==> src/rtl/mem_arbiter.sv <==
// mem_arbiter: shares one memory port between fetch and data sides, data side first, one transaction in flight
module mem_arbiter #(
  parameter int          TIMEOUT  = 64,
  parameter logic [31:0] ERR_DATA = 32'hDEAD_BEEF
) (
  input  logic        clk,
  input  logic        reset,
  input  logic        i_req_valid,
  input  logic [31:0] i_req_addr,
  output logic        i_done,
  output logic [31:0] i_rdata,
  input  logic        d_req_valid,
  input  logic [31:0] d_req_addr,
  input  logic [3:0]  d_req_we,
  input  logic [31:0] d_req_wdata,
  output logic        d_done,
  output logic [31:0] d_rdata,
  output logic        mem_req_valid,
  input  logic        mem_req_ready,
  output logic [31:0] mem_req_addr,
  output logic [3:0]  mem_req_we,
  output logic [31:0] mem_req_wdata,
  input  logic        mem_resp_valid,
  input  logic [31:0] mem_resp_data,
  output logic        stall,
  output logic        err
);
  localparam int CW = $clog2(TIMEOUT);
  typedef enum logic [1:0] {IDLE, ISSUE, WAIT_RESP} state_t;
  state_t state, state_n;
  logic          owner_d;
  logic [31:0]   addr_q, wdata_q;
  logic [3:0]    we_q;
  logic [CW-1:0] cnt;
  logic          grant_d, grant_i, accept, tmo, fin;
  logic [31:0]   rd;
  // a done pulse in flight blocks every grant, so the finished requester can drop valid first
  always_comb begin
    state_n = state;
    grant_d = 1'b0;
    grant_i = 1'b0;
    accept  = 1'b0;
    tmo     = 1'b0;
    fin     = 1'b0;
    case (state)
      IDLE: begin
        grant_d = d_req_valid & ~d_done & ~i_done;
        grant_i = i_req_valid & ~i_done & ~d_done & ~grant_d;
        state_n = (grant_d | grant_i) ? ISSUE : IDLE;
      end
      ISSUE: begin
        accept  = mem_req_ready;
        fin     = mem_req_ready & |we_q;
        state_n = !mem_req_ready ? ISSUE : (|we_q ? IDLE : WAIT_RESP);
      end
      WAIT_RESP: begin
        tmo     = ~mem_resp_valid & (cnt == CW'(TIMEOUT - 2));
        fin     = mem_resp_valid | tmo;
        state_n = fin ? IDLE : WAIT_RESP;
      end
      default: state_n = IDLE;
    endcase
  end
  assign rd            = tmo ? ERR_DATA : mem_resp_data;
  assign mem_req_valid = state == ISSUE;
  assign mem_req_addr  = mem_req_valid ? addr_q : 32'd0;
  assign mem_req_we    = mem_req_valid ? we_q : 4'd0;
  assign mem_req_wdata = mem_req_valid ? wdata_q : 32'd0;
  assign stall         = (i_req_valid & ~i_done) | (d_req_valid & ~d_done);
  always_ff @(posedge clk) begin
    if (reset) begin
      state   <= IDLE;
      owner_d <= 1'b0;
      addr_q  <= 32'd0;
      we_q    <= 4'd0;
      wdata_q <= 32'd0;
      cnt     <= '0;
      i_done  <= 1'b0;
      d_done  <= 1'b0;
      i_rdata <= 32'd0;
      d_rdata <= 32'd0;
      err     <= 1'b0;
    end else begin
      state  <= state_n;
      i_done <= fin & ~owner_d;
      d_done <= fin & owner_d;
      if (grant_d | grant_i) begin
        owner_d <= grant_d;
        addr_q  <= grant_d ? d_req_addr : i_req_addr;
        we_q    <= grant_d ? d_req_we : 4'd0;
        wdata_q <= grant_d ? d_req_wdata : 32'd0;
      end
      if (accept)
        cnt <= '0;
      else if (state == WAIT_RESP && !mem_resp_valid && cnt != '1)
        cnt <= cnt + CW'(1);
      if (state == WAIT_RESP && fin && owner_d)
        d_rdata <= rd;
      if (state == WAIT_RESP && fin && !owner_d)
        i_rdata <= rd;
      if (tmo)
        err <= 1'b1;
    end
  end
endmodule
==> config.mk <==
export PLATFORM = sky130hd
export DESIGN_NAME = mem_arbiter
export DESIGN_NICKNAME = d
export VERILOG_FILES = /design/src/rtl/mem_arbiter.sv
export SDC_FILE = /design/constraint.sdc
export NUM_CORES = 1
export LEC_CHECK = 0
export ABC_AREA = 1
export CORE_MARGIN = 8
export CORE_UTILIZATION = 40
export CTS_CLUSTER_SIZE = 40
export DETAILED_ROUTE_END_ITERATION = 6
export PLACE_DENSITY = 0.78
export SETUP_SLACK_MARGIN = 0.1
export SYNTH_ARGS = -nofsm -noshare
export SYNTH_HDL_FRONTEND = slang
export SYNTH_SLANG_ARGS = --single-unit
==> constraint.sdc <==
create_clock -name clk -period 1.5 [get_ports clk]
set_input_delay 0.225 -clock clk [delete_from_list [all_inputs] [get_ports clk]]
set_output_delay 0.225 -clock clk [all_outputs]
set_load 0.01 [all_outputs]
Word level (Yosys, flattened, before mapping):

Index checks and enable logic that the tools add are counted.

* add/subtract/negate cells: 1
* equal/unequal tests: 4
* muxes and demuxes: 17
* bitwise logic cells: 18
* reductions and logical operators: 10

Operators with widths (number)
* 2-to-1 mux 32 bit: 5
* AND 1 bit: 9
* 2-to-1 mux 4 bit: 2
* adder 6 x 1 -> 6 bit, second input constant: 1
* == test 6 bit, second input constant: 1
* 2-to-1 mux 2 bit: 3
* != test 6 bit, second input constant: 1
* case mux 2 bit (3 select lines): 1
* logical AND 1 bit: 5
* 2-to-1 mux 1 bit: 5
* NOT 1 bit: 5
* OR 1 bit: 4
* OR reduction 4 bit: 1
* == test 2 x 1 -> 1 bit, second input constant: 1
* == test 2 bit, second input constant: 1
* logical NOT 1 bit: 2
* logical NOT 2 bit: 1
* case mux 1 bit (2 select lines): 1
* OR reduction 2 bit: 1

* bits in registers: 144
* input bits: 138
* output and inout bits: 137
* logic and storage cells: 61

Longest topological paths before layout:

Gate-level depths: netlist of run 1.

* depth after elaboration: 8
* gate-level depth with buffers: 11
* mapped depth without buffers: 10

Least setup slack after synthesis of run 1:

OpenSTA, ideal clock, no wires.

* kind: register to output
* start: reg state[1]
* end: out mem_req_wdata[11]
* arrival: 1.548 ns
* data required time: 1.275 ns
* setup slack: -0.273 ns
* stages on the path, launching flop included: 8
* path buffers: 3
* path through: dfxtp_1 > inv_1 > ha_1 > clkbuf_1 > clkbuf_1 > buf_1 > nand2_1 > inv_1

* longest elaborated chain between the ends: 2

Ends and longest elaborated chain
* from (decl): RTL line 30 `state_t state, state_n;`
* from (signal assigned): RTL line 84 `state <= state_n;`
* == test 2 x 1 -> 1 bit: RTL line 65 `assign mem_req_valid = state == ISSUE;`
* net mem_req_valid: RTL line 18 `output logic mem_req_valid,`
* 2-to-1 mux 32 bit: RTL line 68 `assign mem_req_wdata = mem_req_valid ? wdata_q : 32'd0;`
* to (decl): RTL line 22 `output logic [31:0] mem_req_wdata,`

The timed path passes the listed nets, and every way through them passes these cells.

Final worst setup path of run 1:

* start: reg state[1]
* end: out mem_req_addr[0]

* longest elaborated chain between the ends: 2

Ends and longest elaborated chain
* == test 2 x 1 -> 1 bit: RTL line 65
* 2-to-1 mux 32 bit: RTL line 66 `assign mem_req_addr = mem_req_valid ? addr_q : 32'd0;`
* to (decl): RTL line 20 `output logic [31:0] mem_req_addr,`

No other way between the ends.

==> results of run 1 <==
-- metal layers --
layer	routed length, um	global-route usage	vias up
met5	0	0	-
met2	16100	0.394	544
met4	1770	0.114	0
li1	-	-	3868
met1	11600	0.260	3975
met3	3350	0.0834	143
-- repair_timing --
action | 4_1_cts | 5_1_grt
endpoints found under the setup margin | 278 | 250
gates cloned | 16 | 22
resized for setup | 455 | 286
pin swaps | 22 | 58
buffers inserted | 16 | 9
-- per-stage QoR --
step	hold slack, ns	setup TNS [ns]	util
2_1_floorplan	0.384	0	-
3_3_place_gp	0.437	-40.69	0.606
3_5_place_dp	0.442	-44.50	0.606
4_1_cts	0.0946	-38.43	0.684
5_1_grt	0.121	-62.16	0.770
6_report	0.0928	-51.64	0.770
-- sequential cells by signal (all words and copies together), names as in the netlist, 2 cells and up --
register	cells
we_q	4
state	2
cnt	6
d_rdata	32
addr_q	32
i_rdata	32
wdata_q	32
-- layout make-up --
| cell class | count | area (um^2) | share of cell area |
|---|---|---|---|
| clock buffers | 19 | 443 | 0.0346 |
| clock inverters | 12 | 205 | 0.0160 |
| inverters | 184 | 696 | 0.0543 |
| multi-input cells | 652 | 3730 | 0.291 |
| flip-flops and latches | 144 | 2900 | 0.226 |
| well taps | 220 | 275 | 0.0215 |
| repair buffers | 384 | 4560 | 0.356 |
-- worst paths after layout --
| check | to | slack, ns |
|---|---|---|
| worst max-delay path | mem_req_addr[0] | -0.37 |
| worst min-delay path | d_rdata[5] | 0.09 |
| worst max register to register | addr_q[30] | -0.33 |
| worst min register to register | err | 0.46 |
-- worst max-delay path: stages (launching register included) --
cell     delay (ns)
dfxtp_2        0.33
inv_2          0.05
ha_4           0.18
buf_12         0.14
buf_8          0.13
buf_16         0.15
nand2_4        0.07
inv_2          0.04
buf_6          0.12
-- power by group through the flow --
stage,sequential (mW),combinational (mW),clock [mW]
global placement,4.22,1.80,0
global route,4.25,3.28,4.94
floorplan,4.19,0.942,0
CTS,4.16,2.51,4.74
finish,4.24,3.16,4.77
detailed placement,4.22,1.83,0
-- logic make-up after synthesis --
family	after synthesis	share of synthesized area
simple gates	529	0.319
xor+xnor	3	0.00385
fa+ha+maj	6	0.0110
compound gates	113	0.0921
flops	144	0.423
buf+inv	254	0.151
-- placed cells by master, fill, tap and decap left out, drive strengths merged, types with 2 or more instances in the layout --
cell type / netlist / layout
a21oi: 40 / 40
buf: 36 / 163
bufinv: 0 / 5
clkinvlp: 0 / 2
ha: 6 / 6
xor2: 3 / 3
clkinv: 0 / 3
clkbuf: 34 / 35
o21bai: 5 / 5
nor2: 141 / 141
dfxtp: 144 / 144
a31oi: 32 / 32
dlygate4sd2: 0 / 31
nand2: 274 / 275
bufbuf: 0 / 3
nand4: 2 / 2
inv: 184 / 186
o21ai: 33 / 33
nand3: 110 / 110
clkdlybuf4s50: 0 / 170
==> metrics, run 1 <==
Synth Cell Area 0.00682 mm^2; Final Total Pwr 12.2 mW; port bufs 274; IO Count 275; Yosys cell types 26; Final ANT Viol Nets 0; initial antenna violation count 0; Leakage 6.65 nW; Final Setup Violations 238; largest net degree at the start of global routing 56; CTS clock-pin slew for the worst setup and hold paths 0.06 ns; failing checks setup timing; worst-case vdd ir drop 0.946 mV; Worst EP required 1.27 ns; grt total ovfl 0; Gate power share 0.260; post-synth top area cell dfxtp_1; pre-CTS setup slack -0.375 ns; Synth area leaders dfxtp_1 42%, nand2_1 15%, inv_1 10%; Fillers 1,043; EDFF count, synth 0; Hold Crit Class primary input to flop; average size of a mapped cell 6.50 um^2; Final Skew 0.0118 ns; Inst Count DP 1,524; CP Capture Type primary output; die width 147 um; clk buf depth 2; first-pass GRT wire length 40,700 um; Critical R2R Launch state[1]; core area 0.0166 mm^2; Syn Inst Count 1,049; Site Rows 47; design area 0.0128 mm^2; Final Critical Period 1.87 ns; Seq/Total Area, Yosys 0.423; Residual DRC 0; min-delay src reset; top-count cell post-synth nand2_1; later-pin clock latency in the skew report 0.44 ns; Syn Nets 1,193; Area growth syn-to-layout 87.7%; RSZ-0062 raised after global routing true; Worst Path Arrival 1.64 ns; CTS tree yes; Final Hold Viols 0; Sw Share 0.286; cts hold-fix bufs 0; Slew @ Worst Pin 0.519 ns; Final WS setup -0.367 ns; P_int 8.69 mW; Root Driver clkbuf_16; Initial Util 0.410; Post-synth top cells 272 x nand2_1, 184 x inv_1, 144 x dfxtp_1; WHS Path Cells 4; Tcrit/Tclk final 1.24; Relative slew margins 0.654; P_sw 3.48 mW; final WL 32,800 um; Worst setup SP type flop; HPWL Detailed 16,800 um; TritonRoute pass-1 iters 5; Worst Path Max Fanout 5; Layout Nets 1,527; Cell Area, Placed 0.0101 mm^2; Setup CP Type flop to primary output; fmax 536 MHz; top cell type's share of synthesized area 0.423; via density per instance 5.28; synth warn 0; max-cap viol count 0; status finished with violations; Worst Reg-to-Reg Cells 10; power share of the sequential group 0.348; CP Launch Point state[1]; routed vias 8,530; final cell count without fillers 1,615; Power Dens Cells 950 mW/mm^2; async set-reset flop share out of synthesis 0; share of layout cells above drive strength 1 0.320; Die Span Y 147 um; per-cell routed wire length 20.3 um; n_diodes 0; initial drt markers 578; register bit total from synthesis 144; clock group share of total power 0.392; GP Congestion 0.802; TritonCTS Buffers 17; H-tree depth 4; Die ar. 0.0215 mm^2; total track usage 0.235; ys flop type dfxtp_1; Pins Over Slew Limit 0; vias in the first global route 7,871; clock sinks 144
Power figures use the tool's default switching activity.
==> inputs of run 2 (changes only) <==
- CELL_PAD_IN_SITES_DETAIL_PLACEMENT: not set -> 1
- CELL_PAD_IN_SITES_GLOBAL_PLACEMENT: not set -> 2
- CORE_UTILIZATION: 40 -> 20
- CTS_CLUSTER_DIAMETER: not set -> 100
- PLACE_DENSITY: 0.78 -> not set
- PLACE_DENSITY_LB_ADDON: not set -> 0.1
==> run 2 against run 1 <==
Effect of this change: the run still ends with setup timing left; clock skew is 0.00092 ns lower; first-iteration DRC count is 67% lower; critical path type unchanged; via count is 9.2% lower.
==> metrics, run 2 (synthesis gave the netlist of run 1 again) <==
P_int 8.86 mW; HPWL Detailed 20,700 um; Slew @ Worst Pin 0.759 ns; clk buf depth 2; status finished with violations; Setup CP Type flop to primary output; P_sw 3.54 mW; commonest non-fill, non-tap cells in the layout 201 x clkdlybuf4s50_1, 192 x nand2_1, 138 x dfxtp_1; Final WS setup -0.373 ns; CTS clock-pin slew for the worst setup and hold paths 0.07 ns; Worst setup SP type flop; Final Hold Viols 0; initial antenna violation count 4; H-tree depth 4; Die Span Y 201 um; Residual DRC 0; Root Driver clkbuf_16; cts hold-fix bufs 0; Area growth syn-to-layout 99.7%; CP Capture Type primary output; worst-case vdd ir drop 0.833 mV; final WL 32,300 um; Pins Over Slew Limit 0; die width 201 um; CTS tree yes; Final Critical Period 1.87 ns; grt total ovfl 0; Final Setup Violations 273; total track usage 0.153; initial drt markers 189; Layout Nets 1,553; Power Dens Cells 911 mW/mm^2; power share of the sequential group 0.339; failing checks setup timing; Hold Crit Class primary input to flop; max-cap viol count 0; clock group share of total power 0.385; GP Congestion 0.721; Initial Util 0.203; largest net degree at the start of global routing 43; port bufs 274; Gate power share 0.275; via density per instance 4.14; Min Hold Slack 0.246 ns; routed vias 7,744; fmax 534 MHz; Final ANT Viol Nets 0; Tcrit/Tclk final 1.25; Sw Share 0.286; core area 0.0335 mm^2; vias in the first global route 8,307; RSZ-0062 raised after global routing true; Worst Path Max Fanout 6; Worst EP required 1.27 ns; IO Count 275; setup_tns -54.29 ns; Die ar. 0.0403 mm^2; final cell count without fillers 1,871; TritonRoute pass-1 iters 4; Leakage 6.67 nW; Worst Path Arrival 1.65 ns; commonest non-fill, non-tap cell in the layout clkdlybuf4s50_1; Final Skew 0.0109 ns; TritonCTS Buffers 17; share of layout cells above drive strength 1 0.354; per-cell routed wire length 17.3 um; Finished Core Util 0.406; later-pin clock latency in the skew report 0.44 ns; Site Rows 67; clock sinks 144; Inst Count DP 1,762; Relative slew margins 0.494; first-pass GRT wire length 48,700 um
-- run 2: cell count changes in the layout (fill, tap and decap cells not counted), sizes merged, moves of 2 or more --
cell,delta
buf,+35
clkdlybuf4s50,+31
dlygate4sd2,-29
clkbuf,-6
inv,-3
clkinv,+2
-- run 2: final timing paths --
check / startpoint / end / slack [ns] / depth (start not counted)
worst max register to register: state[1] / addr_q[14] / -0.30 / 13
worst min-delay path: reset / d_rdata[0] / 0.25 / 4
worst min register to register: err / err / 0.46 / 2
worst max-delay path: state[1] / mem_req_wdata[9] / -0.37 / 8
-- run 2: power by group through the flow --
stage / combinational, mW / sequential [mW] / clock [mW]
after global routing: 3.65 / 4.23 / 5.10
after global placement: 2.00 / 4.21 / 0
after detailed placement: 2.00 / 4.21 / 0
after CTS: 2.78 / 4.15 / 4.97
final: 3.42 / 4.21 / 4.78
after floorplan: 0.942 / 4.19 / 0
-- run 2: what timing repair did --
item / in CTS / in global routing
pin swaps: 57 / 66
gates resized for setup: 499 / 260
gates cloned: 13 / 11
setup buffers: 50 / 4
setup endpoints to repair: 278 / 280
-- run 2: layout make-up --
type / instances / area, um^2
fillers: 3951 / 19900
repair buffers: 410 / 4790
clock buffers: 22 / 494
well taps: 448 / 561
flip-flops and latches: 144 / 2890
multi-input cells: 652 / 4030
inverters: 184 / 697
diodes: 1 / 2.50
clock inverters: 10 / 155
-- run 2: stage by stage --
step	instance area [um^2]	power [mW]	worst slack, ns
6_report	13600	12.4	-0.373
5_1_grt	13600	13.0	-0.458
4_1_cts	12400	11.9	-0.412
3_5_place_dp	10500	6.21	-0.264
3_3_place_gp	10500	6.21	-0.249
2_1_floorplan	6990	5.13	0.0160
-- run 2: critical path, cell delays in order (launching register included) --
cell and delay [ns]:
dfxtp_2 0.33, inv_2 0.05, ha_4 0.21, buf_12 0.14
buf_8 0.12, clkbuf_16 0.15, nand2_2 0.07, inv_2 0.03
buf_6 0.11
-- run 2: layer usage --
layer | wire length (um) | global-route usage
met1 | 13900 | 0.184
met2 | 15900 | 0.254
met3 | 2180 | 0.0595
met4 | 272 | 0.0386
met5 | 58 | 0
